## src/rtl/mem_arbiter.sv

```systemverilog
// rtl/mem_arbiter.sv - two-master (CPU/DMA) memory arbiter with DMA burst limit
module mem_arbiter #(
  parameter int unsigned DMA_MAX_BURST = 4
) (
  input  logic        clock,
  input  logic        reset,
  input  logic        cpu_access,
  input  logic [31:0] cpu_addr,
  input  logic [31:0] cpu_wdata,
  input  logic [3:0]  cpu_we,
  output logic [31:0] cpu_rdata,
  output logic        cpu_stall,
  input  logic        dma_req,
  input  logic [31:0] dma_addr,
  input  logic [31:0] dma_wdata,
  input  logic [3:0]  dma_we,
  output logic [31:0] dma_rdata,
  output logic        dma_ack,
  output logic [31:0] mem_addr,
  output logic [31:0] mem_wdata,
  output logic [3:0]  mem_we,
  input  logic [31:0] mem_rdata,
  input  logic        mem_stall,
  output logic [1:0]  owner
);

  // State encoding doubles as the owner code: 00 idle, 01 CPU, 10 DMA.
  typedef enum logic [1:0] {
    IDLE = 2'b00,
    CPU  = 2'b01,
    DMA  = 2'b10
  } state_t;

  localparam logic [3:0] MAX_BURST = 4'(DMA_MAX_BURST);

  state_t     state_q, state_d;
  logic [3:0] starve_cnt_q, starve_cnt_d;
  logic       cpu_starved;
  logic       done;

  // CPU has waited through the full DMA burst allowance and must win next.
  assign cpu_starved = cpu_access && (starve_cnt_q == MAX_BURST);
  assign done        = !mem_stall;

  // Next-state and starvation counter: one arbitration cycle in IDLE per access.
  always_comb begin
    state_d      = state_q;
    starve_cnt_d = starve_cnt_q;
    case (state_q)
      IDLE: begin
        if (dma_req && !cpu_starved) begin
          state_d = DMA;
          if (cpu_access) starve_cnt_d = starve_cnt_q + 4'd1;
        end else if (cpu_access) begin
          state_d = CPU;
        end
        // Counter only tracks DMA wins that actually kept a waiting CPU out.
        if (!cpu_access || state_d == CPU) starve_cnt_d = 4'd0;
      end
      CPU: if (done) state_d = IDLE;
      DMA: if (done) state_d = IDLE;
      default: state_d = IDLE;
    endcase
  end

  // State register; reset aborts any in-flight access without completing it.
  always_ff @(posedge clock) begin
    if (reset) begin
      state_q      <= IDLE;
      starve_cnt_q <= 4'd0;
    end else begin
      state_q      <= state_d;
      starve_cnt_q <= starve_cnt_d;
    end
  end

  // Bus mux: drive the granted requester's access, zeros while idle.
  always_comb begin
    mem_addr  = 32'd0;
    mem_wdata = 32'd0;
    mem_we    = 4'd0;
    case (state_q)
      CPU: begin
        mem_addr  = cpu_addr;
        mem_wdata = cpu_wdata;
        mem_we    = cpu_we;
      end
      DMA: begin
        mem_addr  = dma_addr;
        mem_wdata = dma_wdata;
        mem_we    = dma_we;
      end
      default: ;
    endcase
  end

  assign owner     = state_q;
  assign cpu_stall = cpu_access && !(state_q == CPU && done);
  assign dma_ack   = (state_q == DMA) && done;
  assign cpu_rdata = mem_rdata;
  assign dma_rdata = mem_rdata;

endmodule

```

## config.mk

```make
export PLATFORM = sky130hd
export DESIGN_NAME = mem_arbiter
export DESIGN_NICKNAME = d
export VERILOG_FILES = /design/src/rtl/mem_arbiter.sv
export SDC_FILE = /design/constraint.sdc
export NUM_CORES = 1
export LEC_CHECK = 0
export ABC_AREA = 1
export CAP_MARGIN = 20
export CORE_AREA = 2 2 121 123
export CTS_BUF_LIST = sky130_fd_sc_hd__clkbuf_16
export DETAILED_ROUTE_END_ITERATION = 12
export DIE_AREA = 0 0 123 125
export PLACE_DENSITY = 0.64
export SLEW_MARGIN = 0
export SYNTH_ARGS = -nofsm -noshare
export SYNTH_HDL_FRONTEND = slang
export SYNTH_SLANG_ARGS = --single-unit
```

## constraint.sdc

```tcl
create_clock -name clock -period 2.02 [get_ports clock]
set_clock_uncertainty 0.1 [all_clocks]
set_input_delay 0.303 -clock clock [delete_from_list [all_inputs] [get_ports clock]]
set_output_delay 0.303 -clock clock [all_outputs]
set_load 0.005 [all_outputs]
```

Word level (Yosys, flattened, before mapping). Cells that the tools add are included.

Register bits after elaboration: 6. Latch bits: 0. RAM bits: 0. ROM bits: 0. Logic and storage cells: 34. Memories: 0.

Add/sub/neg operators: 1. Multiply operators: 0. Div/mod/pow operators: 0. $lt $le $gt $ge: 0. Equality and inequality tests: 5. Shift-type cells: 0. Muxes and demuxes: 11. Bitwise logic cells: 0. Reduce and logical (&&, ||, !) cells: 15.

Operators by type and width (count): 32-bit one-hot mux with 2 select lines (2); 4-bit 2-to-1 mux (3); 2-bit 2-to-1 mux (4); 4-bit one-hot mux with 2 select lines (1); 1-bit logical AND (5); 4-bit by 1-bit adder with 4-bit output (second input constant) (1); 2-bit by 1-bit equality test with 1-bit output (second input constant) (2); 4-bit by 3-bit equality test with 1-bit output (second input constant) (1); 1-bit logical NOT (4); 2-bit one-hot mux with 2 select lines (1); 2-bit nonzero test (2); 3-bit AND reduction (1); 2-bit equality test (second input constant) (1); 2-bit logical NOT (1); 2-bit inequality test (second input constant) (1); 2-bit OR reduction (1); 1-bit logical OR (1).

Depth between registers and ports, before layout.
Depth in word-level cells: 10. Gate-level depth with buffers: 9.

Worst setup path after synthesis. No wires, ideal clock.

Path type: register to output. From: register state_q[0] (netlist: owner[0]). To: output mem_wdata[11]. Arrival: 1.269 ns. Data required time: 1.617 ns. Path slack: 0.348 ns. Stages on the path, launching flop included: 7. Path buffers: 2. Path through: dfxtp_1 -> inv_1 -> ha_1 -> inv_2 -> buf_2 -> buf_2 -> a21oi_1.

Word-level cells in the longest chain between the ends: 2. Elaborated cells on any way between the ends: 3. Those cells by class: 2 x eq/ne; 1 x mux.

Ends and longest elaborated chain: from (decl) (RTL line 36) `state_t state_q, state_d;`; from (signal assigned) (RTL line 72) `state_q <= state_d;`; 2-bit equality test / 2-bit by 1-bit equality test with 1-bit output (equally long branches) (RTL line 82) `case (state_q)`; 32-bit one-hot mux with 2 select lines * (RTL line 82); to (decl) (RTL line 20) `output logic [31:0] mem_wdata,`.

Mark *: on every way between the ends. The rest lies on a longest branch, timed or not.

Final worst setup path.
From: register state_q[1] (netlist: owner[1]). To: output mem_wdata[7].

The elaborated chain is that of the path after synthesis.

==> run metrics <==
clock buffer count from CTS 3; Sink Count 6; Worst Setup End Kind output port; post-route clock period utilization 97.37%; Placeable Area between 10000 and 15000 um2; DIE AREA approximately 15000 um2; Final Max Slew Viols 0; ys flop type dfxtp_1; dpl hpwl 7864 um; Setup crit start kind register; first-pass GRT wire length 15100 um; DR vias between 2000 and 3000; Tmin final around 2.0 ns; worst reg2reg path depth 8; Pwr Density between 300 and 400 nW/um2; DRT Wirelength 10970 um; drt wl/cell 15.90 um; share of layout cells above drive strength 1 17.00%; status finished, final reports clean; Tot GR Track Use between 10% and 20%; die extent in x around 120 um; Root Driver clkbuf_16; Yosys cell types 15; worst rel slew slack 80.30%; Rows 44; vias per cell 3.958; Starting Density around an eighth; Stages on worst setup path 6; syn avg cell area 5.294 um2; io pins 309; final setup TNS 0 ns; Area after DPL between 3000 and 4000 um2; gr ovfl total 0; final hold vios 0; synthesized cell area around 1900 um2; commonest non-fill, non-tap cells in the layout nand2_1 (150), clkdlybuf4s50_1 (142), a21oi_1 (68); flops & latches, synth 6; Final Setup Violations 0; Area growth syn-to-layout 110.5%; Crit Path Category reg -> out; CTS clock-pin slew for the worst setup and hold paths 0.03 ns; crit-path max cell delay 0.35 ns; clock tree buffer depth 2; CTS tree built; Final Core Density 27.85%; Leakage 1.566 nW; crit path max fanout 20; sequential area share after synthesis 6.391%; Critical Path RT around 1.6 ns; max cap viols 0; antenna diode count 0; drt initial violations 101; Port-buffer cells between 200 and 250; Die H 125 um; design area 3955 um2; final net count just under 700; number of flops mapped to enable cells by yosys 0; Yosys warning count 0; vias in the first global route 2716; hold depth 2; Syn Nets approximately 530; Async SR Flop Fraction 0%; post-synthesis cell count 355; Worst Path Buf+Inv 3; maximum clock rate ~510 MHz; GP Congestion 0.7701; Post-route DRC 0; ANT nets after route 0; Slew @ Worst Pin 0.2955 ns; most common cell after layout, fill and taps aside nand2_1; Hold WS 0.4348 ns; unrepaired setup endpoints after global routing true; DRT Pass-1 Iters 4; H-tree depth 1; Cell Chain, Critical Path inv_4, ha_4, buf_12, nand2_1, a21oi_1, dlygate4sd2_1; VDD IR max approximately 410 uV; Worst Path Arrival between 1.5 and 2 ns; clock latency at the later pin of the worst-skew pair 0.23 ns; initial antenna violation count 0; largest net degree at the start of global routing 33; Tot Pwr ~1.4 mW; Slowest cell on crit path dfxtp_4; Largest delay share family, worst path buffers and inverters; Hold Crit Class reg -> reg
power breakdown:
part	internal, mW	switching [mW]
sequential	0.128	0.0111
combinational	0.533	0.401
clock	0.254	0.0704
total	0.915	0.483
flip-flops by register name, indices dropped and copies added (netlist names):
signal        flops
owner             2
starve_cnt_q      4
final timing paths:
path	start	to	slack, ns
worst max-delay path	owner[1]	mem_wdata[7]	0.05
worst min-delay path	owner[0]	owner[0]	0.43
worst max register to register	owner[0]	starve_cnt_q[3]	0.47
worst min register to register	owner[0]	owner[0]	0.43
stage by stage:
stage	setup WS (ns)	instances
4_1_cts	0.00002931	685
5_1_grt	-0.001957	690
2_1_floorplan	0.3480	355
3_5_place_dp	-0.2141	675
6_report	0.05306	690
3_3_place_gp	-0.1887	675
per-layer routing:
layer | global-route usage, % | share of wire [%] | vias up
met2 | 19.79 | 44 | 181
met1 | 15.61 | 41 | 1163
met5 | 0 | 0 | -
met4 | 3.476 | 2.5 | 0
li1 | - | - | 1356
met3 | 5.474 | 13 | 31
cell usage after synthesis (4+ instances only):
cell	instances	area share, %
buf_4	68	27
nand3_1	5	1.3
clkbuf_1	4	0.80
dfxtp_1	6	6.4
buf_2	15	4.0
nand2_1	152	30
inv_1	13	2.6
ha_1	6	4.0
nor2_1	6	1.2
a21oi_1	75	20
worst min-delay path, stage by stage, from the launching register on:
cell	delay [ns]
dfxtp_4	0.36
nand2_1	0.07
a21oi_1	0.06
repair_timing:
action,CTS,global route
setup buffers,5,3
pin swaps,3,1
hold buffers,0,0
gates resized for setup,113,86
endpoints found under the setup margin,70,53
gates cloned,2,3
layout make-up:
class / count / area (um2)
fill: 1622 / 10250
timing repair buffer: 235 / 2285
multi-input combinational: 248 / 1175
tap: 184 / 230.2
sequential: 6 / 127.6
clock buffer: 3 / 75.07
inverter: 14 / 62.56
kinds of logic after synthesis:
kind of cell             after synthesis  share of synthesized area [%]
AND/OR/NAND/NOR                      166                          34.62
AO/OA/AOI/OAI                         76                          20.24
buffers and inverters                101                          34.75
flip-flops                             6                          6.392
adder cells (fa/ha/maj)                6                          3.995
(Power assumes the default switching activity.)
